File: src/rtl/spi_ram_responder.sv
// ---------------------------------------------------------------------------
// spi_ram_responder
//   SPI target (mode 0, MSB first) that emulates the external instruction RAM
//   read by the CPU's SPI fetch master. A frame is cmd[7:0], addr[15:0], then
//   data bytes. 0x03 reads and 0x02 writes; any other command is ignored until
//   chip select rises. All logic runs on clk, and the SPI pins are
//   oversampled through synchronisers.
//
// Parameters
//   ADDR_W       implemented address bits (DEPTH = 2**ADDR_W bytes)
//   SYNC_STAGES  synchroniser depth on spi_cs_n / spi_sck / spi_mosi (>= 2)
//
// Ports
//   clk, rst_n          system clock, synchronous active-low reset
//   spi_cs_n/sck/mosi   SPI inputs (asynchronous to clk)
//   spi_miso            SPI data out (driven low when not reading, never Z)
//   ld_we/ld_addr/ld_data  host preload write port
//   busy                a transaction is active
//   wr_pulse            one-cycle pulse per SPI byte written to memory
// ---------------------------------------------------------------------------
module spi_ram_responder #(
    parameter int ADDR_W      = 8,
    parameter int SYNC_STAGES = 2
) (
    input  logic              clk,
    input  logic              rst_n,
    input  logic              spi_cs_n,
    input  logic              spi_sck,
    input  logic              spi_mosi,
    output logic              spi_miso,
    input  logic              ld_we,
    input  logic [ADDR_W-1:0] ld_addr,
    input  logic [7:0]        ld_data,
    output logic              busy,
    output logic              wr_pulse
);

    localparam int DEPTH = 2 ** ADDR_W;
    localparam logic [7:0] CMD_READ  = 8'h03;
    localparam logic [7:0] CMD_WRITE = 8'h02;
    localparam logic [ADDR_W-1:0] ADDR_ONE = {{(ADDR_W-1){1'b0}}, 1'b1};

    typedef enum logic [2:0] {
        ST_IDLE = 3'd0,
        ST_CMD  = 3'd1,
        ST_ADDR = 3'd2,
        ST_RD   = 3'd3,
        ST_WR   = 3'd4,
        ST_IGN  = 3'd5
    } state_t;

    logic [SYNC_STAGES-1:0] cs_sync_r;
    logic [SYNC_STAGES-1:0] sck_sync_r;
    logic [SYNC_STAGES-1:0] mosi_sync_r;
    logic                   cs_prev_r;
    logic                   sck_prev_r;
    logic                   cs_s;
    logic                   sck_s;
    logic                   mosi_s;
    logic                   rise_s;
    logic                   fall_s;
    logic                   cs_fall_s;

    state_t                 state_r;
    state_t                 state_next_s;
    logic [3:0]             bit_cnt_r;
    logic [2:0]             rd_cnt_r;
    logic [6:0]             sh_in_r;
    logic [6:0]             sh_out_r;
    logic [ADDR_W-1:0]      addr_r;
    logic                   is_rd_r;
    logic                   miso_r;
    logic                   busy_r;
    logic                   wr_pulse_r;

    logic [7:0]             mem [DEPTH];
    logic [7:0]             rx_byte_s;
    logic [7:0]             rd_byte_s;
    logic                   spi_we_s;

    assign cs_s      = cs_sync_r[SYNC_STAGES-1];
    assign sck_s     = sck_sync_r[SYNC_STAGES-1];
    assign mosi_s    = mosi_sync_r[SYNC_STAGES-1];
    assign rise_s    = sck_s & ~sck_prev_r;
    assign fall_s    = ~sck_s & sck_prev_r;
    assign cs_fall_s = cs_prev_r & ~cs_s;

    // Byte as it would look after shifting in the current mosi bit.
    assign rx_byte_s = {sh_in_r, mosi_s};
    assign rd_byte_s = mem[addr_r];
    assign spi_we_s  = rst_n & ~cs_s & (state_r == ST_WR) & rise_s & (bit_cnt_r == 4'd7);

    // Input synchronisers and edge-detect history. cs is reset to "low seen" so a
    // transfer already running when reset releases produces no falling edge and
    // is ignored until cs_n goes high and low again.
    always_ff @(posedge clk) begin
        if (!rst_n) begin
            cs_sync_r   <= {SYNC_STAGES{1'b0}};
            sck_sync_r  <= {SYNC_STAGES{1'b0}};
            mosi_sync_r <= {SYNC_STAGES{1'b0}};
            cs_prev_r   <= 1'b0;
            sck_prev_r  <= 1'b0;
        end else begin
            cs_sync_r   <= {cs_sync_r[SYNC_STAGES-2:0], spi_cs_n};
            sck_sync_r  <= {sck_sync_r[SYNC_STAGES-2:0], spi_sck};
            mosi_sync_r <= {mosi_sync_r[SYNC_STAGES-2:0], spi_mosi};
            cs_prev_r   <= cs_s;
            sck_prev_r  <= sck_s;
        end
    end

    // FSM state register.
    always_ff @(posedge clk) begin
        if (!rst_n) begin
            state_r <= ST_IDLE;
        end else begin
            state_r <= state_next_s;
        end
    end

    // FSM next state; a deasserted chip select overrides every edge.
    always_comb begin
        state_next_s = state_r;
        if (cs_s) begin
            state_next_s = ST_IDLE;
        end else begin
            case (state_r)
                ST_IDLE: begin
                    if (cs_fall_s) begin
                        state_next_s = ST_CMD;
                    end else begin
                        state_next_s = ST_IDLE;
                    end
                end
                ST_CMD: begin
                    if (rise_s && (bit_cnt_r == 4'd7)) begin
                        if ((rx_byte_s == CMD_READ) || (rx_byte_s == CMD_WRITE)) begin
                            state_next_s = ST_ADDR;
                        end else begin
                            state_next_s = ST_IGN;
                        end
                    end else begin
                        state_next_s = ST_CMD;
                    end
                end
                ST_ADDR: begin
                    if (rise_s && (bit_cnt_r == 4'd15)) begin
                        if (is_rd_r) begin
                            state_next_s = ST_RD;
                        end else begin
                            state_next_s = ST_WR;
                        end
                    end else begin
                        state_next_s = ST_ADDR;
                    end
                end
                ST_RD:   state_next_s = ST_RD;
                ST_WR:   state_next_s = ST_WR;
                ST_IGN:  state_next_s = ST_IGN;
                default: state_next_s = ST_IDLE;
            endcase
        end
    end

    // Datapath: bit counters, shift registers, address and registered outputs.
    always_ff @(posedge clk) begin
        if (!rst_n) begin
            bit_cnt_r  <= 4'd0;
            rd_cnt_r   <= 3'd0;
            sh_in_r    <= 7'd0;
            sh_out_r   <= 7'd0;
            addr_r     <= {ADDR_W{1'b0}};
            is_rd_r    <= 1'b0;
            miso_r     <= 1'b0;
            busy_r     <= 1'b0;
            wr_pulse_r <= 1'b0;
        end else begin
            wr_pulse_r <= spi_we_s;
            busy_r     <= (state_next_s != ST_IDLE);
            if (cs_s) begin
                bit_cnt_r <= 4'd0;
                rd_cnt_r  <= 3'd0;
                is_rd_r   <= 1'b0;
                miso_r    <= 1'b0;
            end else begin
                case (state_r)
                    ST_IDLE: begin
                        bit_cnt_r <= 4'd0;
                        rd_cnt_r  <= 3'd0;
                        miso_r    <= 1'b0;
                    end
                    ST_CMD: begin
                        miso_r <= 1'b0;
                        if (rise_s) begin
                            sh_in_r <= rx_byte_s[6:0];
                            if (bit_cnt_r == 4'd7) begin
                                bit_cnt_r <= 4'd0;
                                is_rd_r   <= (rx_byte_s == CMD_READ);
                            end else begin
                                bit_cnt_r <= bit_cnt_r + 4'd1;
                            end
                        end
                    end
                    ST_ADDR: begin
                        miso_r <= 1'b0;
                        // After 16 shifts the low ADDR_W bits hold addr[ADDR_W-1:0].
                        if (rise_s) begin
                            addr_r <= {addr_r[ADDR_W-2:0], mosi_s};
                            if (bit_cnt_r == 4'd15) begin
                                bit_cnt_r <= 4'd0;
                            end else begin
                                bit_cnt_r <= bit_cnt_r + 4'd1;
                            end
                        end
                    end
                    ST_RD: begin
                        // Byte is captured from memory on its first falling edge,
                        // so later host loads cannot disturb the byte in flight.
                        if (fall_s) begin
                            if (rd_cnt_r == 3'd0) begin
                                miso_r   <= rd_byte_s[7];
                                sh_out_r <= rd_byte_s[6:0];
                                rd_cnt_r <= 3'd1;
                            end else begin
                                miso_r   <= sh_out_r[6];
                                sh_out_r <= {sh_out_r[5:0], 1'b0};
                                if (rd_cnt_r == 3'd7) begin
                                    rd_cnt_r <= 3'd0;
                                    addr_r   <= addr_r + ADDR_ONE;
                                end else begin
                                    rd_cnt_r <= rd_cnt_r + 3'd1;
                                end
                            end
                        end
                    end
                    ST_WR: begin
                        miso_r <= 1'b0;
                        if (rise_s) begin
                            sh_in_r <= rx_byte_s[6:0];
                            if (bit_cnt_r == 4'd7) begin
                                bit_cnt_r <= 4'd0;
                                addr_r    <= addr_r + ADDR_ONE;
                            end else begin
                                bit_cnt_r <= bit_cnt_r + 4'd1;
                            end
                        end
                    end
                    ST_IGN: begin
                        miso_r <= 1'b0;
                    end
                    default: begin
                        miso_r <= 1'b0;
                    end
                endcase
            end
        end
    end

    // Byte array with two write ports; not cleared by reset. An SPI write to the
    // same address in the same cycle takes priority over the host load.
    always_ff @(posedge clk) begin
        if (spi_we_s) begin
            mem[addr_r] <= rx_byte_s;
        end
        if (ld_we && !(spi_we_s && (ld_addr == addr_r))) begin
            mem[ld_addr] <= ld_data;
        end
    end

    assign spi_miso = miso_r;
    assign busy     = busy_r;
    assign wr_pulse = wr_pulse_r;

endmodule

File: config.mk
export PLATFORM = sky130hd
export DESIGN_NAME = spi_ram_responder
export DESIGN_NICKNAME = d
export VERILOG_FILES = /design/src/rtl/spi_ram_responder.sv
export SDC_FILE = /design/constraint.sdc
export NUM_CORES = 2
export LEC_CHECK = 0
export CAP_MARGIN = 20
export CORE_MARGIN = 2
export CORE_UTILIZATION = 45
export DETAILED_ROUTE_END_ITERATION = 10
export DONT_BUFFER_PORTS = 1
export PLACE_DENSITY = 0.59
export RECOVER_POWER = 100
export SYNTH_ARGS = -nofsm -noshare
export SYNTH_HDL_FRONTEND = slang
export SYNTH_SLANG_ARGS = --single-unit
File: constraint.sdc
create_clock -name clk -period 5.6 [get_ports clk]
set_input_delay 1.12 -clock clk [delete_from_list [all_inputs] [get_ports clk]]
set_output_delay 1.12 -clock clk [all_outputs]
set_load 0.03 [all_outputs]
==> summary.txt <==
Routability Congestion = 0.894
R2R setup slack = 470 ps
#FFs+latches synth = 2100
Placed cells = 9758
Final Skew = 56.6 ps
Clock power frac = 45.5%
CTS Root Cell = clkbuf_16
Fmax = 0.195 GHz
Cell leakage power = 40.9 nW
Crit Path Category = reg2reg
GRT Overall Usage = 30.9%
Count of different cell masters after synthesis = 75
Wl on met1 = 156 mm
Clock tree buffer depth = 3
Gate power share = 1.0%
Synth Area per Inst = 15.6 µm²
Setup Fix Bufs, Post-CTS = 0
Synth Instances = 7012
Routed WL per cell = 38.2 µm
Layout cells sized above 1 = 43.0%
Crit path DAT = 5630 ps
Number of global-route vias before repair = 66600
First-pass GRT wire length = 545 mm
Finished Layout Cells = 10200
Std cell rows = 181
Die ar. = 248000 µm²
Fillers = 20800
CTS Sinks = 2100
PostCTS Resize Cnt = 0
Async set-or-reset flop fraction in the synthesized netlist = 0%
Switching pwr = 6.82 mW
Switching share of power = 21.4%
Die Y = 498 µm
Initial core utilization = 45.2%
Top layer in use = met5
CTS clock-pin slew for the worst setup and hold paths = 60 ps
RSZ-0062 raised after global routing = false
Hold Path Class = in2reg
Status = finished, violations left
Multi-input gate area = 43300 µm²
CP Launch Type = flip-flop
CP endpoint kind = flip-flop
Initial antenna violation count = 22
Register area = 62600 µm²
I/O pin cnt = 25
Metal2 WL = 176 mm
Vias = 68600
1st-iter DRT viols = 9757
Min cycle time layout = 5130 ps
CORE AREA = 243000 µm²
Routed length on met3 = 40.3 mm
Endpoints failing hold = 0
Syn_nets = 7042
Die extent in x = 498 µm
DR vias/cell = 6.72
Synth warn = 0
Top cell type's share of synthesized area = 56.1%
Fin crit share = 91.6%
Max-slew headroom = -148%
Most used DFF post-synth = edfxtp_1
Total negative slack = 0 ps
Grt ovf = 0
Worst slew pin tran = 3720 ps
Drc violations = 0
Int Pwr = 25.0 mW
H-Tree Depth = 4
Buffers on Ports = 0
Yosys top cell by area = edfxtp_1
Hold_buf cts = 0
Ranking of synthesized cells by area = edfxtp_1 (56%), mux2_2 (21%), mux4_2 (9.7%)
Seq/Total Area, Yosys = 57.0%
Max-Cap Viols = 7
Post-synth EDFFs = 2048
Worst-Skew Late Latency = 900 ps
Largest net degree at the start of global routing = 257
Worst Path Required = 6110 ps
Final core occ = 49.2%
TritonCTS clock tree = done
Reg power frac = 53.5%
Failing checks = capacitance limit, slew limit
Finish-stage setup viols = 0
DP Wirelength = 228 mm
Area delta synth->final = 8.89%
CTS buffer count = 226
Maximum vdd drop = 0.000292 V
DR pass1 iterations = 6
Mapped Area = 110000 µm²
Nets@finish = 6829
Crit-path max FO = 17
WL final = 390 mm
PD cells = 266 nW/µm²
ANT nets after route = 0
Pins Over Slew Limit = 188
==> kinds of logic (layout without fill, tap and decap cells) <==
family          Yosys count  count (layout)  synth area share [%]
mux                    2715            2715                  32.5
flops                  2100            2100                  57.0
simple gates            791             791                  3.63
buf+inv                 791             776                  3.13
compound gates          594             594                  3.50
xor+xnor                 12              12                0.0959
fa+ha+maj                 9               9                 0.100
other cells               0              16                     0
==> path summary, 6_finish.rpt <==
kind                startpoint              to  cells past startpoint
hold reg to reg   cs_sync_r[0]    cs_sync_r[1]                      1
setup / recovery    state_r[2]     mem[225][0]                     10
hold / removal        spi_mosi  mosi_sync_r[0]                      1
setup reg to reg    state_r[2]     mem[225][0]                     10
==> through the flow <==
stage                     hold WS, ps  worst slack, ps  cell area [µm²]  power [mW]
after detailed placement          427              679           113000        17.7
after global placement            426              185           113000        17.7
after CTS                         300             1090           120000        32.0
after floorplan                   412             2160           110000        17.7
after global routing              324              422           119000        32.5
final                             358              471           119000        31.8
==> layout make-up <==
cell class	instances	share of cell area, %
sequential	2100	52.4
multi-input combinational	4121	36.3
clock buffer	291	5.00
tap	3202	3.36
timing repair buffer	328	1.99
clock inverter	135	0.852
inverter	22	0.0734
antenna	16	0.0335
==> placed cells by master (no fill, tap or decap), types with 40 or more instances in the layout <==
cell type,instances
dfxtp_1,40
clkinv_2,41
clkbuf_16,228
mux2_1,53
edfxtp_1,2048
mux2i_1,185
o21ai_0,140
nand2_1,292
mux2_2,2007
a21oi_1,60
o221ai_1,51
o22ai_1,202
buf_4,138
clkbuf_1,207
clkinv_1,74
mux4_2,470
nor3_1,42
nand3_1,52
nor2_1,238
==> power by group through the flow <==
stage,combinational (mW),sequential (mW),clock (mW)
floorplan,0.362,17.4,0
global placement,0.309,17.4,0
detailed placement,0.316,17.4,0
CTS,0.317,17.0,14.6
global route,0.318,17.0,15.2
finish,0.311,17.0,14.5
==> sequential cells by signal, summed over array words and instances, names as in the netlist, 2 cells and up, named ones only <==
name / flops
mem: 2048
addr_r: 8
sh_in_r: 7
sh_out_r: 7
bit_cnt_r: 4
rd_cnt_r: 3
state_r: 3
cs_sync_r: 2
mosi_sync_r: 2
sck_sync_r: 2
==> critical path: stages (launching register included) <==
cell	delay, ps
dfxtp_1	300
clkbuf_1	310
nor4bb_1	260
nand4bb_2	230
o31ai_1	190
or3_1	490
nor3_4	680
clkbuf_2	870
nand2_1	650
o21ai_0	220
clkbuf_1	480
==> synthesized netlist by cell type (all sizes together), types with 55 or more instances <==
cell	instances
nor2	244
o22ai	202
mux2i	185
nand3	55
nand2	310
edfxtp	2048
buf	178
clkbuf	591
mux2	2060
o21ai	141
a21oi	60
mux4	470
==> metal layers <==
metal / global-route usage, % / vias to the layer above
li1: - / 27400
met1: 43.2 / 36500
met2: 46.5 / 4032
met3: 7.07 / 729
met4: 13.0 / 10
met5: 0 / -
Note: power is estimated with default switching activity, not from simulation.
